[src/rtl/mm_pkg.sv]
// Shared types for the Mastermind board scheduler: colour codes, board entries and FSM states.
package mm_pkg;

    localparam int MM_MAX_ROWS = 8;

    typedef enum logic [2:0] {
        EMPTY  = 3'd0,
        RED    = 3'd1,
        GREEN  = 3'd2,
        BLUE   = 3'd3,
        ORANGE = 3'd4,
        PURPLE = 3'd5,
        YELLOW = 3'd6
    } colour_t;

    typedef struct packed {
        colour_t    c0;
        colour_t    c1;
        colour_t    c2;
        colour_t    c3;
        logic [2:0] white;
        logic [2:0] black;
    } board_entry_t;

    typedef enum logic [1:0] {
        S_IDLE,
        S_PEND,
        S_COMMIT,
        S_ACK
    } state_t;

endpackage

[src/rtl/mm_slot_tracker.sv]
// Pitch counter that maps the LCD x position onto a board slot index.
module mm_slot_tracker
    import mm_pkg::*;
#(
    parameter int ROWS    = MM_MAX_ROWS,
    parameter int X_BASE  = 215,
    parameter int X_PITCH = 100
) (
    input  logic        clk_i,
    input  logic        rst_i,
    input  logic [10:0] x_pos_i,
    output logic [2:0]  slot_next_o,
    output logic        valid_o
);

    localparam logic [10:0] X_BASE_L  = 11'(X_BASE);
    localparam logic [6:0]  PCNT_LAST = 7'(X_PITCH - 1);
    localparam logic [3:0]  ROWS_L    = 4'(ROWS);

    logic [3:0] slot_q, slot_d;
    logic [6:0] pcnt_q, pcnt_d;

    // NOTE: every always_comb output gets a default first so no latch is inferred.
    always_comb begin
        slot_d = slot_q;
        pcnt_d = pcnt_q;
        if (x_pos_i == X_BASE_L) begin
            slot_d = '0;
            pcnt_d = '0;
        end else if (slot_q < ROWS_L) begin
            if (pcnt_q == PCNT_LAST) begin
                pcnt_d = '0;
                slot_d = slot_q + 4'd1;
            end else begin
                pcnt_d = pcnt_q + 7'd1;
            end
        end
    end

    // Slot index ROWS is the parked "outside the board" value.
    always_ff @(posedge clk_i or posedge rst_i) begin
        if (rst_i) begin
            slot_q <= ROWS_L;
            pcnt_q <= '0;
        end else begin
            slot_q <= slot_d;
            pcnt_q <= pcnt_d;
        end
    end

    assign slot_next_o = slot_d[2:0];
    assign valid_o     = (x_pos_i >= X_BASE_L) && (slot_d < ROWS_L);

endmodule

[src/rtl/mm_board_scheduler.sv]
// Mastermind board store: vblank-deferred writes/clears via req/ack, per-pixel slot readout.
// Optional MM_ACTIVE_HILITE_EN adds oACTIVE_SLOT marking the next slot to fill.
module mm_board_scheduler
    import mm_pkg::*;
#(
    parameter int ROWS    = 8,
    parameter int X_BASE  = 215,
    parameter int X_PITCH = 100,
    parameter int V_LINE  = 525,
    parameter int V_BP    = 35,
    parameter int V_FP    = 10
) (
    input  logic        iCLK,
    input  logic        iRST,
    input  logic [10:0] iX_POS,
    input  logic [9:0]  iY_POS,
    input  logic        iWR_REQ,
    input  logic [2:0]  iWR_ROW,
    input  logic [2:0]  iWR_C0,
    input  logic [2:0]  iWR_C1,
    input  logic [2:0]  iWR_C2,
    input  logic [2:0]  iWR_C3,
    input  logic [2:0]  iWR_WHITE,
    input  logic [2:0]  iWR_BLACK,
    input  logic        iCLR_REQ,
    output logic        oWR_ACK,
    output logic        oWR_ERR,
    output logic [2:0]  oRVALUE01,
    output logic [2:0]  oRVALUE02,
    output logic [2:0]  oRVALUE03,
    output logic [2:0]  oRVALUE04,
    output logic [2:0]  oWHITE,
    output logic [2:0]  oBLACK,
    output logic        oSLOT_VALID,
    output logic [3:0]  oNR_OF_ROWS
`ifdef MM_ACTIVE_HILITE_EN
    ,
    output logic        oACTIVE_SLOT
`endif
);

    localparam logic [9:0] VB_START = 10'(V_BP);
    localparam logic [9:0] VB_END   = 10'(V_LINE - V_FP);
    localparam logic [3:0] ROWS_L   = 4'(ROWS);

    state_t       state_q, state_d;
    logic         vblank;
    logic         take_req;
    logic [2:0]   sh_row_q;
    board_entry_t sh_entry_q;
    logic         sh_wr_q, sh_clr_q;
    logic         err_q, err_d;
    logic [3:0]   row_ext;
    board_entry_t board_q [MM_MAX_ROWS];
    board_entry_t board_d [MM_MAX_ROWS];
    logic [3:0]   count_q, count_d;

    logic [2:0]   slot_next;
    logic         slot_valid;
    board_entry_t rd_q, rd_d;
    logic         valid_q;

    assign vblank   = (iY_POS < VB_START) || (iY_POS >= VB_END);
    assign take_req = (state_q == S_IDLE) && (iWR_REQ || iCLR_REQ);
    assign row_ext  = {1'b0, sh_row_q};

    always_comb begin
        state_d = state_q;
        board_d = board_q;
        count_d = count_q;
        err_d   = err_q;
        oWR_ACK = 1'b0;
        oWR_ERR = 1'b0;
        case (state_q)
            S_IDLE:   if (take_req) state_d = S_PEND;
            S_PEND:   if (vblank) state_d = S_COMMIT;
            S_COMMIT: begin
                // Clear lands before the write so clear+write leaves exactly one row.
                if (sh_clr_q) begin
                    for (int i = 0; i < MM_MAX_ROWS; i++) board_d[i] = '0;
                    count_d = '0;
                end
                err_d = 1'b0;
                if (sh_wr_q) begin
                    if (row_ext < ROWS_L) begin
                        board_d[sh_row_q] = sh_entry_q;
                        if (row_ext + 4'd1 > count_d) count_d = row_ext + 4'd1;
                    end else begin
                        err_d = 1'b1;
                    end
                end
                state_d = S_ACK;
            end
            S_ACK: begin
                oWR_ACK = 1'b1;
                oWR_ERR = err_q;
                state_d = S_IDLE;
            end
            default: state_d = S_IDLE;
        endcase
    end

    // NOTE: the board is a small flop array, so it is reset like any other register.
    always_ff @(posedge iCLK or posedge iRST) begin
        if (iRST) begin
            state_q    <= S_IDLE;
            sh_row_q   <= '0;
            sh_entry_q <= '0;
            sh_wr_q    <= 1'b0;
            sh_clr_q   <= 1'b0;
            err_q      <= 1'b0;
            count_q    <= '0;
            for (int i = 0; i < MM_MAX_ROWS; i++) board_q[i] <= '0;
        end else begin
            state_q <= state_d;
            err_q   <= err_d;
            count_q <= count_d;
            board_q <= board_d;
            if (take_req) begin
                sh_row_q   <= iWR_ROW;
                sh_entry_q <= '{c0: colour_t'(iWR_C0), c1: colour_t'(iWR_C1),
                                c2: colour_t'(iWR_C2), c3: colour_t'(iWR_C3),
                                white: iWR_WHITE, black: iWR_BLACK};
                sh_wr_q    <= iWR_REQ;
                sh_clr_q   <= iCLR_REQ;
            end
        end
    end

    mm_slot_tracker #(
        .ROWS    (ROWS),
        .X_BASE  (X_BASE),
        .X_PITCH (X_PITCH)
    ) u_slot_tracker (
        .clk_i       (iCLK),
        .rst_i       (iRST),
        .x_pos_i     (iX_POS),
        .slot_next_o (slot_next),
        .valid_o     (slot_valid)
    );

    always_comb begin
        rd_d = '0;
        if (slot_valid) rd_d = board_q[slot_next];
    end

    always_ff @(posedge iCLK or posedge iRST) begin
        if (iRST) begin
            rd_q    <= '0;
            valid_q <= 1'b0;
        end else begin
            rd_q    <= rd_d;
            valid_q <= slot_valid;
        end
    end

`ifdef MM_ACTIVE_HILITE_EN
    logic active_q;

    always_ff @(posedge iCLK or posedge iRST) begin
        if (iRST) active_q <= 1'b0;
        else      active_q <= slot_valid && ({1'b0, slot_next} == count_q) && (count_q < ROWS_L);
    end

    assign oACTIVE_SLOT = active_q;
`endif

    assign oRVALUE01   = rd_q.c0;
    assign oRVALUE02   = rd_q.c1;
    assign oRVALUE03   = rd_q.c2;
    assign oRVALUE04   = rd_q.c3;
    assign oWHITE      = rd_q.white;
    assign oBLACK      = rd_q.black;
    assign oSLOT_VALID = valid_q;
    assign oNR_OF_ROWS = count_q;

endmodule

[config.mk]
export PLATFORM = sky130hd
export DESIGN_NAME = mm_board_scheduler
export DESIGN_NICKNAME = d
export VERILOG_FILES = /design/src/rtl/mm_pkg.sv /design/src/rtl/mm_slot_tracker.sv /design/src/rtl/mm_board_scheduler.sv
export SDC_FILE = /design/constraint.sdc
export NUM_CORES = 1
export LEC_CHECK = 0
export CAP_MARGIN = 10
export CORE_MARGIN = 5
export CORE_UTILIZATION = 25
export DETAILED_ROUTE_END_ITERATION = 12
export PLACE_DENSITY = 0.5
export SLEW_MARGIN = 15
export SYNTH_ARGS = -nofsm -noshare
export SYNTH_HDL_FRONTEND = slang
export SYNTH_HIERARCHICAL = 1
export SYNTH_SLANG_ARGS = --single-unit
[constraint.sdc]
create_clock -name iCLK -period 10.56 [get_ports iCLK]
set_clock_uncertainty 0.2 [all_clocks]
set_input_delay 1.584 -clock iCLK [delete_from_list [all_inputs] [get_ports iCLK]]
set_output_delay 1.584 -clock iCLK [all_outputs]
set_load 0.02 [all_outputs]
==> run summary <==
# nets final: 750
Hold Vio Cnt, Final: 0
R2R Path End: oRVALUE03[1]$_DFF_PP0_
sequential cell area fraction in the yosys report: 56.4%
vias in the first global route: 6116
syn_nets: 705
CTS H-Tree Depth: 1
total track usage: 12.0%
# IOs: 71
num rows: 69
post-synthesis xor/xnor area fraction: 0.292%
final setup violation count: 0
share of layout cells above drive strength 1: 18.4%
R2R Setup Slk: 7120 ps
pin count of the biggest net entering global routing: 120
crit-path max FO: 37
Clock Latency Late Sink: 500 ps
CTS tree: done
post_cts resized: 0
Placer Congestion: 0.729
Routed WL per cell: 20.6 um
Layout Cells excl Fill: 1166
cell family with most CP delay: simple AND/OR/NAND/NOR gates
GR Overflow Total: 0
core area: 0.0356 mm^2
Post-synth EDFFs: 0
crit path kind: primary input to flip-flop
Synth Area in Adders: 1.53%
crit path launch type: primary input
Synth Area in Compound Gates: 17.6%
synthesized area per cell: 13.9 um^2
Bufs and invs on worst path: 2
crit path from: iX_POS[9]
TritonRoute pass-1 iters: 6
total clock sinks: 203
CP Capture Point: oRVALUE03[1]$_DFF_PP0_
Leak: 4.81 nW
Post-CTS Setup Inserts: 0
status: finished clean
highest-delay cell along the critical path: nor3_2
initial antenna violation count: 0
R2R Path Start: u_slot_tracker/pcnt_q[2]$_DFFE_PP0P_
DRT iter0 DRCs: 404
total number of vias: 5787
CP arrival: 4280 ps
Routed Antenna Nets: 0
first-pass GRT wire length: 37.7 mm
most common cell after layout, fill and taps aside: dfrtp_1
Initial Utilization: 25.3%
IO Port Bufs: 69
Worst Path Required: 10750 ps
multiplexer area fraction after synthesis: 13.8%
Final Util: 30.3%
crit share post-route: 38.8%
RSZ-0062 raised after global routing: false
setup TNS: 0 ps
synthesized area: 0.00901 mm^2
Netlist cell types: 54
root buf cell: clkbuf_16
most frequent cells in the layout: dfrtp_1 (202), a22o_1 (144), clkdlybuf4s50_1 (69), mux4_2 (36), clkbuf_16 (23)
DIE WIDTH: 200 um
die footprint: 0.0399 mm^2
combinational family with the most area after synthesis: compound AO/OA/AOI/OAI gates
Die H: 200 um
ant diodes: 0
total CTS buffers: 23
simple-gate share of the synthesized area: 6.08%
final wirelength: 24.0 mm
Area Overhead vs Synth: 19.6%
worst slew pin tran: 1210 ps
crit end category: flip-flop
Post-Place Cells: 1129
fmax: 244 MHz
Synth Flop Type: dfrtp_1
fin crit period: 4100 ps
Post-Syn Instances: 648
Peak VDD IR: 0.114 mV
reg2reg path depth: 7
vias per inst: 4.96
clk slew on worst S/H paths: 50 ps
Crit. path cell count: 8
Slew headroom: 18.9%
DRC Markers: 0
cts hold-fix bufs: 0
Final Slew Violations: 0
max cap viols: 0
Synth Register Bits: 203
Post-synth ARST share: 100%
DP HPWL: 13.9 mm
CTS Buffer Depth: 3
max incr delay on CP: 760 ps
power density cells: 297 mW/mm^2
CP Cell Sequence: clkdlybuf4s50_1 > or3_1 > nor3_2 > a21oi_4 > buf_4 > mux4_2 > mux2i_1 > nor2b_1
Hold Crit Class: flip-flop to flip-flop
Ys Warns: 6
-- cell usage after synthesis (7+ instances only) --
cell type | n | share of area, %
nand2b_1 | 7 | 0.49
a21oi_1 | 9 | 0.50
mux2i_1 | 18 | 2.0
a22o_1 | 144 | 14
nand2_1 | 15 | 0.62
o21ai_0 | 7 | 0.39
dfrtp_1 | 202 | 56
buf_4 | 22 | 1.8
inv_1 | 12 | 0.50
ha_1 | 11 | 1.5
buf_1 | 18 | 0.75
buf_2 | 15 | 0.83
mux4_2 | 36 | 9.0
nor2b_1 | 21 | 1.5
mux2_2 | 21 | 2.6
nor2_1 | 13 | 0.54
-- metal layers --
layer,global-route usage (%),share of wire (%)
met1,18.1,48
met2,18.3,44
met5,0,0
met3,2.28,6.3
met4,2.49,1.7
-- cells by family after synthesis --
kind of cell,Yosys count
adder cells (fa/ha/maj),11
AO/OA/AOI/OAI,187
buffers and inverters,74
multiplexers,76
XOR/XNOR,3
AND/OR/NAND/NOR,93
flip-flops,203
other,1
-- registers in the layout (all words and copies together), names as in the netlist, 2 cells and up --
| register | count |
|---|---|
| oRVALUE04 | 3 |
| oWHITE | 3 |
| sh_entry_q | 18 |
| oRVALUE01 | 3 |
| u_slot_tracker/slot_q | 4 |
| oBLACK | 3 |
| u_slot_tracker/pcnt_q | 7 |
| board_q | 144 |
| oRVALUE03 | 3 |
| sh_row_q | 3 |
| oRVALUE02 | 3 |
| oNR_OF_ROWS | 4 |
| state_q | 2 |
-- cell type report --
| type | instances | area [um^2] |
|---|---|---|
| well taps | 461 | 577 |
| repair buffers | 82 | 788 |
| fillers | 3533 | 24800 |
| flip-flops and latches | 203 | 5080 |
| clock inverters | 4 | 45.0 |
| inverters | 12 | 52.6 |
| multi-input cells | 371 | 3580 |
| clock buffers | 33 | 653 |
-- stage by stage --
step	total power (W)	area (um^2)	setup WS, ps	hold slack (ps)
finish	0.00320	10800	6460	292
global route	0.00340	10800	6210	302
CTS	0.00324	10800	6410	297
detailed placement	0.00247	10100	5890	277
global placement	0.00247	10100	5930	278
floorplan	0.00212	9010	3550	261
-- worst min path at each step --
stage / from / to / slack [ps] / cells past startpoint
6_report: board_q[14]$_DFFE_PP0P_ / board_q[14]$_DFFE_PP0P_ / 290 / 1
3_3_place_gp: board_q[89]$_DFFE_PP0P_ / board_q[89]$_DFFE_PP0P_ / 280 / 1
3_5_place_dp: board_q[104]$_DFFE_PP0P_ / board_q[104]$_DFFE_PP0P_ / 280 / 1
5_1_grt: board_q[23]$_DFFE_PP0P_ / board_q[23]$_DFFE_PP0P_ / 300 / 1
4_1_cts: board_q[12]$_DFFE_PP0P_ / board_q[12]$_DFFE_PP0P_ / 300 / 1
2_1_floorplan: board_q[18]$_DFFE_PP0P_ / board_q[18]$_DFFE_PP0P_ / 260 / 1
-- report_power, final --
part	switching, W	internal [W]
registers	0.000300	0.00110
clock network	0.000302	0.000449
logic	0.000500	0.000552
total	0.00110	0.00210
Power figures use the tool's default switching activity.
